File: config.mk
export PLATFORM = sky130hd
export DESIGN_NAME = ram_uart_streamer
export DESIGN_NICKNAME = d
export VERILOG_FILES = /design/src/rtl/ram_uart_streamer.sv
export SDC_FILE = /design/constraint.sdc
export NUM_CORES = 1
export LEC_CHECK = 0
export ABC_CLOCK_PERIOD_IN_PS = 3740
export CAP_MARGIN = 20
export CORE_UTILIZATION = 30
export CTS_CLUSTER_DIAMETER = 150
export CTS_CLUSTER_SIZE = 40
export DETAILED_ROUTE_END_ITERATION = 8
export SYNTH_ARGS = -nofsm -noshare
export SYNTH_HDL_FRONTEND = slang
export SYNTH_SLANG_ARGS = --single-unit
File: constraint.sdc
create_clock -name clk -period 3.74 [get_ports clk]
set_clock_uncertainty 0.05 [all_clocks]
set_input_delay 0.561 -clock clk [delete_from_list [all_inputs] [get_ports clk]]
set_output_delay 0.561 -clock clk [all_outputs]
set_load 0.02 [all_outputs]
File: src/rtl/ram_uart_streamer.sv
// Streams a NUL-terminated string from the 256x8 text RAM out as UART 8N1.
// Reads one byte per frame; stops on NUL or after 256 bytes.
module ram_uart_streamer #(
    parameter int CLKS_PER_BIT = 234
) (
    input  logic       clk,
    input  logic       rst_n,
    input  logic       start,
    input  logic [7:0] start_addr,
    output logic       ram_ce,
    output logic       ram_oce,
    output logic       ram_wre,
    output logic [7:0] ram_ad,
    input  logic [7:0] ram_dout,
    output logic       uart_tx,
    output logic       busy,
    output logic       done,
    output logic [8:0] byte_count
);

    localparam int CW = (CLKS_PER_BIT > 2) ? $clog2(CLKS_PER_BIT) : 1;
    localparam logic [CW-1:0] BAUD_LAST = CW'(CLKS_PER_BIT - 1);
    localparam logic [CW-1:0] BAUD_ONE  = CW'(1);

    typedef enum logic [2:0] {
        S_IDLE,
        S_FETCH,
        S_LATCH,
        S_START,
        S_DATA,
        S_STOP,
        S_NEXT,
        S_DONE
    } state_t;

    state_t        state_q, state_d;
    logic [7:0]    addr_q, addr_d;
    logic [7:0]    shift_q, shift_d;
    logic [2:0]    bit_q, bit_d;
    logic [CW-1:0] baud_q, baud_d;
    logic [8:0]    count_q, count_d;
    logic          tx_q, tx_d;
    logic          busy_q, busy_d;
    logic          done_q, done_d;
    logic          ce_q, ce_d;
    logic          baud_tick;

    assign baud_tick = (baud_q == BAUD_LAST);

    always_comb begin
        state_d = state_q;
        addr_d  = addr_q;
        shift_d = shift_q;
        bit_d   = bit_q;
        baud_d  = '0;
        count_d = count_q;

        unique case (state_q)
            S_IDLE: begin
                if (start) begin
                    addr_d  = start_addr;
                    count_d = '0;
                    state_d = S_FETCH;
                end
            end
            S_FETCH: begin
                state_d = S_LATCH;
            end
            S_LATCH: begin
                shift_d = ram_dout;
                state_d = (ram_dout == 8'h00) ? S_DONE : S_START;
            end
            S_START: begin
                if (baud_tick) begin
                    bit_d   = '0;
                    state_d = S_DATA;
                end else begin
                    baud_d = baud_q + BAUD_ONE;
                end
            end
            S_DATA: begin
                if (baud_tick) begin
                    shift_d = {1'b0, shift_q[7:1]};
                    bit_d   = bit_q + 3'd1;
                    if (bit_q == 3'd7) begin
                        state_d = S_STOP;
                    end
                end else begin
                    baud_d = baud_q + BAUD_ONE;
                end
            end
            S_STOP: begin
                if (baud_tick) begin
                    count_d = count_q + 9'd1;
                    state_d = S_NEXT;
                end else begin
                    baud_d = baud_q + BAUD_ONE;
                end
            end
            S_NEXT: begin
                if (count_q == 9'd256) begin
                    state_d = S_DONE;
                end else begin
                    addr_d  = addr_q + 8'd1;
                    state_d = S_FETCH;
                end
            end
            S_DONE: begin
                state_d = S_IDLE;
            end
        endcase

        // Outputs are registered from the next state so they align with it.
        tx_d = 1'b1;
        if (state_d == S_START) begin
            tx_d = 1'b0;
        end else if (state_d == S_DATA) begin
            tx_d = shift_d[0];
        end
        busy_d = (state_d != S_IDLE);
        done_d = (state_d == S_DONE);
        ce_d   = (state_d == S_FETCH);
    end

    always_ff @(posedge clk or negedge rst_n) begin
        if (!rst_n) begin
            state_q <= S_IDLE;
            addr_q  <= '0;
            shift_q <= '0;
            bit_q   <= '0;
            baud_q  <= '0;
            count_q <= '0;
            tx_q    <= 1'b1;
            busy_q  <= 1'b0;
            done_q  <= 1'b0;
            ce_q    <= 1'b0;
        end else begin
            state_q <= state_d;
            addr_q  <= addr_d;
            shift_q <= shift_d;
            bit_q   <= bit_d;
            baud_q  <= baud_d;
            count_q <= count_d;
            tx_q    <= tx_d;
            busy_q  <= busy_d;
            done_q  <= done_d;
            ce_q    <= ce_d;
        end
    end

    assign ram_ce     = ce_q;
    assign ram_oce    = 1'b1;
    assign ram_wre    = 1'b0;
    assign ram_ad     = addr_q;
    assign uart_tx    = tx_q;
    assign busy       = busy_q;
    assign done       = done_q;
    assign byte_count = count_q;

endmodule

==> results of run 1 <==
==> layer usage <==
| layer | share of wire, % | global-route usage (%) | vias to the layer above |
|---|---|---|---|
| met1 | 50 | 19.5 | 935 |
| met5 | 0 | 0 | - |
| met2 | 44 | 19.1 | 52 |
| met3 | 4.6 | 3.10 | 8 |
| met4 | 1.4 | 4.63 | 0 |
| li1 | - | - | 985 |
==> power by group <==
group | switching (mW) | leakage (nW) | internal (mW) | total, mW
sequential | 0 | 0.515 | 0.465 | 0.465
clock | 0.166 | 0.0581 | 0.199 | 0.365
combinational | 0.0161 | 0.590 | 0.0178 | 0.0338
total | 0.182 | 1.16 | 0.681 | 0.864
==> worst max-delay path: stages, from the launching register on <==
cell	delay (ns)
dfrtp_1	0.43
inv_1	0.10
ha_1	0.15
nor4b_2	0.25
a21oi_1	0.15
a221o_1	0.42
and2_1	0.33
a21o_1	0.19
==> Yosys cell counts, types with 2 or more instances <==
cell type,number,share of area [%]
ha_1,7,3.7
buf_2,7,1.5
a31oi_1,10,2.6
or3_1,3,0.79
nand4_1,4,1.1
buf_6,2,0.95
xor2_1,4,1.5
buf_4,2,0.63
and3_1,8,2.1
nor4_1,4,1.1
a22oi_1,6,1.9
nor4b_2,2,1.3
clkbuf_1,4,0.63
nor3_1,5,1.1
conb_1,2,0.32
nor2b_1,2,0.53
and2_1,2,0.53
nand3_1,17,3.6
inv_1,7,1.1
a21oi_1,16,3.4
nand2_1,32,5.1
nand2b_1,7,1.8
dfrtp_1,42,44
o211ai_1,2,0.63
xnor2_1,7,2.6
nor2_1,18,2.8
mux2i_1,2,0.84
nor3b_1,3,0.95
o22ai_1,3,0.79
o21ai_0,11,2.3
o21ai_1,2,0.42
==> registers in the layout, summed over array words and instances (netlist names) <==
| name | count |
|---|---|
| byte_count | 9 |
| baud_q | 8 |
| ram_ad | 8 |
| shift_q | 8 |
| bit_q | 3 |
| state_q | 3 |
| busy | 1 |
| done | 1 |
| ram_ce | 1 |
| uart_tx | 1 |
==> worst paths after layout <==
path                       cells past startpoint                        end                 startpoint
max                                            7      ram_ad[0]$_DFFE_PN0P_  byte_count[0]$_DFFE_PN0P_
min reg2reg                                    2     shift_q[1]$_DFFE_PN0P_     shift_q[1]$_DFFE_PN0P_
max in group asynchronous                      1       bit_q[1]$_DFFE_PN0P_                      rst_n
max reg2reg                                    7      ram_ad[0]$_DFFE_PN0P_  byte_count[0]$_DFFE_PN0P_
min                                            1  byte_count[7]$_DFFE_PN0P_                      rst_n
min in group clk                               2     shift_q[1]$_DFFE_PN0P_     shift_q[1]$_DFFE_PN0P_
==> cell type report <==
cell class,instances,area [sq um]
Inverter,7,26.3
Multi-Input combinational cell,193,1180
Fill cell,769,4760
Timing Repair Buffer,41,400
Clock buffer,5,68.8
Sequential cell,43,1080
Clock inverter,3,43.8
Tap cell,102,128
==> cell usage in the layout, fill, tap and decap left out, drive strengths merged, types with 5 or more instances in the layout <==
cell type,synthesis,final
a21oi,16,16
a22oi,6,6
a31oi,10,10
and3,8,8
clkbuf,4,5
clkdlybuf4s50,0,38
dfrtp,42,42
ha,7,7
inv,7,7
nand2,32,32
nand2b,7,7
nand3,17,17
nor2,18,18
nor3,5,5
o21ai,13,13
xnor2,7,7
==> kinds of logic after synthesis <==
| kind of cell | after synthesis | share of synthesized area, % |
|---|---|---|
| fa+ha+maj | 7 | 3.69 |
| simple gates | 112 | 25.1 |
| other cells | 2 | 0.316 |
| flops | 43 | 45.4 |
| compound gates | 59 | 15.9 |
| buf+inv | 22 | 4.79 |
| xor+xnor | 11 | 4.06 |
| mux | 2 | 0.843 |
==> metrics.md, run 1 <==
| Metric | Value |
|---|---|
| Status | `finished, final reports clean` |
| WL/cell | `12.6 um` |
| PD cells | `295 nW/um^2` |
| Worst IR Drop VDD | `0.136 mV` |
| DP Wirelength | `3440 um` |
| Drt first pass iters | `6` |
| Post-route ant nets | `0` |
| Synthesized area | `2370 sq um` |
| Slew HR | `37.9%` |
| #FFs+latches synth | `43` |
| Synth unique cells | `46` |
| Root buffer cell | `clkbuf_8` |
| Post-synthesis async set-or-reset flop share | `100%` |
| Number of global-route vias before repair | `1877` |
| Initial antenna violation count | `0` |
| Layout Cells excl Fill | `394` |
| CP Launch Type | `flop` |
| Setup ws final | `1.56 ns` |
| Crit Path Category | `flop to flop` |
| Synthesized Nets | `284` |
| Placed cells | `386` |
| Critical Path Fanout Max | `10` |
| # IOs | `42` |
| Initial drt markers | `72` |
| Die Y | `91.0 um` |
| Finished Cell Area | `2930 sq um` |
| Total CTS buffers | `5` |
| Critical Path RT | `3.89 ns` |
| Slew Limit Fails | `0` |
| Hold WS | `0.337 ns` |
| Leak Pwr | `1.16 nW` |
| Syn Inst Count | `258` |
| Post-synth EDFFs | `0` |
| Layout cell share with drive strength beyond 1 | `6.85%` |
| Nets | `317` |
| YS warnings | `0` |
| Post-CTS setup buffers | `0` |
| Core area | `7690 sq um` |
| Post-synth top flop | `dfrtp_1` |
| Clock Sinks | `43` |
| # diodes | `0` |
| Fin crit share | `58.4%` |
| GPL Wtd Cong | `0.821` |
| CTS HTree Levels | `2` |
| Critical path arrival | `2.34 ns` |
| HP Class | `input pin to asynchronous set/reset pin` |
| Detailed Route WL | `4980 um` |
| Clock slew at reported path FFs | `0.09 ns` |
| Area Overhead vs Synth | `23.3%` |
| Max_cap viols | `0` |
| Seq/Total Area, Yosys | `45.4%` |
| Clock latency on the worst-skew pair | `0.30 ns` |
| DR vias | `1980` |
| Final hold viol count | `0` |
| CTS Buffer Depth | `2` |
| PnR Total Power | `0.864 mW` |
| Hold buffer count at cts | `0` |
| Number of port buffers | `39` |
| Fmax | `458 MHz` |
| DRC | `0` |
| Die width | `91.0 um` |
| # setup viols final | `0` |
| Fin Setup TNS | `0 ns` |
| Placed instance area | `2820 sq um` |
| Largest net degree at the start of global routing | `44` |
| Row count | `32` |
| Initial Util | `30.9%` |
| GRT Overall Usage | `13.3%` |
| Pre-CTS setup slack | `1.39 ns` |
| Finished Core Util | `38.1%` |
| Reg2Reg Setup Slack | `1.56 ns` |
| Vias/cell | `5.03` |
| Crit. End Element | `flop` |
| Least-Margin Pin Slew | `0.931 ns` |
| Avg Cell Area, Syn | `9.20 sq um` |
| PostCTS Resize Cnt | `0` |
| Global-route wire length before repair | `8900 um` |
| Min Tclk post-route | `2.18 ns` |
| Die Area | `8280 sq um` |
| Unrepaired setup endpoints after global routing | `no` |
| Remaining Overflow, GRT | `0` |
| CTS tree | `built` |
Note: power is estimated with default switching activity, not from simulation.
==> run 2: changes to the inputs <==
--- a/config.mk
+++ b/config.mk
@@ -5,7 +5,7 @@
 export SDC_FILE = /design/constraint.sdc
 export NUM_CORES = 1
 export LEC_CHECK = 0
-export ABC_CLOCK_PERIOD_IN_PS = 3740
+export ABC_CLOCK_PERIOD_IN_PS = 2000
 export CAP_MARGIN = 20
 export CORE_UTILIZATION = 30
 export CTS_CLUSTER_DIAMETER = 150
==> constraint.sdc (replaced) <==
create_clock -name clk -period 2 [get_ports clk]
set_clock_uncertainty 0.05 [all_clocks]
set_input_delay 0.3 -clock clk [delete_from_list [all_inputs] [get_ports clk]]
set_output_delay 0.3 -clock clk [all_outputs]
set_load 0.02 [all_outputs]
==> metrics.md, run 2 (synthesized netlist as in run 1, its figures left out) <==
| Metric | Value |
|---|---|
| Clock latency on the worst-skew pair | `0.30 ns (about the same)` |
| # IOs | `42 (unchanged)` |
| PD cells | `478 nW/um^2 (+62%)` |
| Drt first pass iters | `8 (+2)` |
| Met1 Routed Length | `2620 um (+5.7%)` |
| Initial antenna violation count | `0 (unchanged)` |
| Global-route wire length before repair | `9300 um (+4.5%)` |
| Die Area | `8280 sq um (unchanged)` |
| Number of global-route vias before repair | `1990 (+6.0%)` |
| Proportion of power drawn by combinational gates | `4.5% (+0.6 points)` |
| Critical Path Fanout Max | `11 (+1)` |
| Net switching power | `0.340 mW (+86%)` |
| GRT Overall Usage | `14.0% (+0.65 points)` |
| Least-Margin Pin Slew | `0.727 ns (-0.204 ns)` |
| Remaining Overflow, GRT | `0 (unchanged)` |
| Wire length on met2 | `2680 um (+22%)` |
| Slew HR | `51.5% (+14 points)` |
| Root buffer cell | `clkbuf_8` |
| Power share of the clock group | `37.1% (-5.2 points)` |
| Delay-heaviest family, CP | `compound AO/OA/AOI/OAI gates` |
| Critical Path RT | `2.15 ns (-1.74 ns)` |
| Die width | `91.0 um (unchanged)` |
| Crit Path Category | `flop to flop` |
| Final hold viol count | `1 (+1)` |
| Largest net degree at the start of global routing | `33 (-25%)` |
| Switch share | `22.8% (+1.7 points)` |
| Die Y | `91.0 um (unchanged)` |
| Status | `finished, violations left` |
| Failing checks | `design-rule violations, negative hold slack` |
| Reg2Reg Setup Slack | `0.10 ns (-1.45 ns)` |
| Max_cap viols | `0 (unchanged)` |
| CTS Buffer Depth | `2 (unchanged)` |
| Fin crit share | `94.8% (+36 points)` |
| Row count | `32 (unchanged)` |
| Core area | `7690 sq um (unchanged)` |
| Metal3 WL | `120 um (-47%)` |
| Initial Util | `30.9% (unchanged)` |
| # fillers | `802 (+4.3%)` |
| HP Class | `input pin to asynchronous set/reset pin` |
| CP Launch Type | `flop` |
| Crit path buf inv count | `2 (+1)` |
| DR vias | `2077 (+4.9%)` |
| FF/Latch Area | `1080 sq um (+0.23%)` |
| Clock slew at reported path FFs | `0.08 ns (about the same)` |
| Area Overhead vs Synth | `31.1%` |
| Most frequent cells in the layout | `dfrtp_1, clkdlybuf4s50_1, nand2_1, buf_4, nor2_1` |
| CTS tree | `built` |
| Hold WS | `-0.000136 ns (-0.337 ns)` |
| # diodes | `0 (unchanged)` |
| Layout cell share with drive strength beyond 1 | `15.2% (+8.4 points)` |
| Crit. End Element | `flop` |
| Flop pwr share | `58.3% (+4.5 points)` |
| CP Cell Sequence | `inv_1, ha_1, and4_4, nand4_1, a32oi_1, buf_4, a31oi_1, a21o_1` |
| Critical path arrival | `2.04 ns (-0.30 ns)` |
| Fmax | `528 MHz (+15%)` |
| Initial drt markers | `128 (+78%)` |
| Placed cells | `407 (+5.4%)` |
| GPL Wtd Cong | `0.822 (+0.12%)` |
| Detailed Route WL | `5520 um (+11%)` |
| DP Wirelength | `4000 um (+17%)` |
| Commonest non-fill, non-tap cell in the layout | `dfrtp_1` |
| Clock Sinks | `43 (unchanged)` |
| Highest metal used | `met4` |
| Internal cell power | `1.15 mW (+69%)` |
| Worst IR Drop VDD | `0.226 mV (+66%)` |
| # setup viols final | `0 (unchanged)` |
| Crit-path max cell delay | `0.38 ns (-0.05 ns)` |
| Max reg flops | `9 (unchanged)` |
| DRC | `2 (+2)` |
| Slowest CP cell | `dfrtp_1` |
| Slew Limit Fails | `0 (unchanged)` |
| Total CTS buffers | `5 (unchanged)` |
| Multi-input logic area | `1220 sq um (+3.3%)` |
| Nets | `340 (+7.3%)` |
| Leak Pwr | `1.27 nW (+9.5%)` |
| Hold buffer count at cts | `0 (unchanged)` |
| Layout Cells excl Fill | `417 (+5.8%)` |
| Number of port buffers | `39 (unchanged)` |
| Vias/cell | `4.98 (-0.89%)` |
| WL/cell | `13.2 um (+4.8%)` |
| Min Tclk post-route | `1.90 ns (-0.289 ns)` |
| CTS HTree Levels | `2 (unchanged)` |
| Post-route ant nets | `0 (unchanged)` |
==> run 2: cell types whose count changed in the layout (fill, tap and decap cells not counted), sizes merged <==
cell / delta
bufinv: -1
clkinv: -1
clkinvlp: +1
buf: +23
clkbuf: +1
==> run 2: what timing repair did <==
action | in CTS | in global routing
setup endpoints to repair | 0 | 10
resized for setup | 0 | 4
setup buffers | 0 | 2
==> run 2: layer usage <==
metal	GRT usage, %	up-vias
met5	0	-
met4	5.69	0
met3	2.76	9
met2	23.4	23
met1	17.7	1015
li1	-	1030
==> run 2: final cells by class <==
class	count	share of cell area (%)
inverters	7	0.844
clock buffers	6	2.33
well taps	102	4.10
flip-flops and latches	43	34.7
repair buffers	64	18.4
multi-input cells	193	39.3
clock inverters	2	0.402
==> run 2: final timing paths <==
kind	start	endpoint	cells after the start
setup reg to reg	baud_q[1]$_DFF_PN0_	ram_ad[0]$_DFFE_PN0P_	8
min in group clk	shift_q[5]$_DFFE_PN0P_	shift_q[5]$_DFFE_PN0P_	2
hold / removal	rst_n	ram_ad[6]$_DFFE_PN0P_	1
setup / recovery	baud_q[1]$_DFF_PN0_	ram_ad[0]$_DFFE_PN0P_	8
hold reg to reg	shift_q[5]$_DFFE_PN0P_	shift_q[5]$_DFFE_PN0P_	2
max in group asynchronous	rst_n	baud_q[2]$_DFF_PN0_	2
==> run 2: stage by stage <==
| stage | setup TNS, ns | power [mW] | area (sq um) | setup WS [ns] | utilization (%) |
|---|---|---|---|---|---|
| CTS | 0 | 1.51 | 3070 | 0.0266 | 40.0 |
| global route | -0.0182 | 1.54 | 3110 | -0.0135 | 40.5 |
| global placement | -0.0482 | 0.955 | 2990 | -0.0290 | 38.9 |
| finish | 0 | 1.49 | 3110 | 0.104 | 40.5 |
| floorplan | 0 | 0.898 | 2390 | 0.000574 | - |
| detailed placement | -0.180 | 0.955 | 2990 | -0.108 | 38.9 |
==> run 2: power groups by stage <==
stage	clock, mW	sequential (mW)	combinational [mW]
after floorplan	0	0.886	0.0120
after global placement	0	0.886	0.0691
after detailed placement	0	0.886	0.0692
after CTS	0.574	0.869	0.0693
after global routing	0.597	0.869	0.0739
final	0.552	0.868	0.0676
==> run 2: worst register-to-register path: stages, from the launching register on <==
cell and delay, ns:
dfrtp_1 0.38, inv_1 0.05, ha_1 0.14, and4_4 0.29, nand4_1 0.11, a32oi_1 0.29, buf_4 0.24, a31oi_1 0.09
a21o_1 0.15
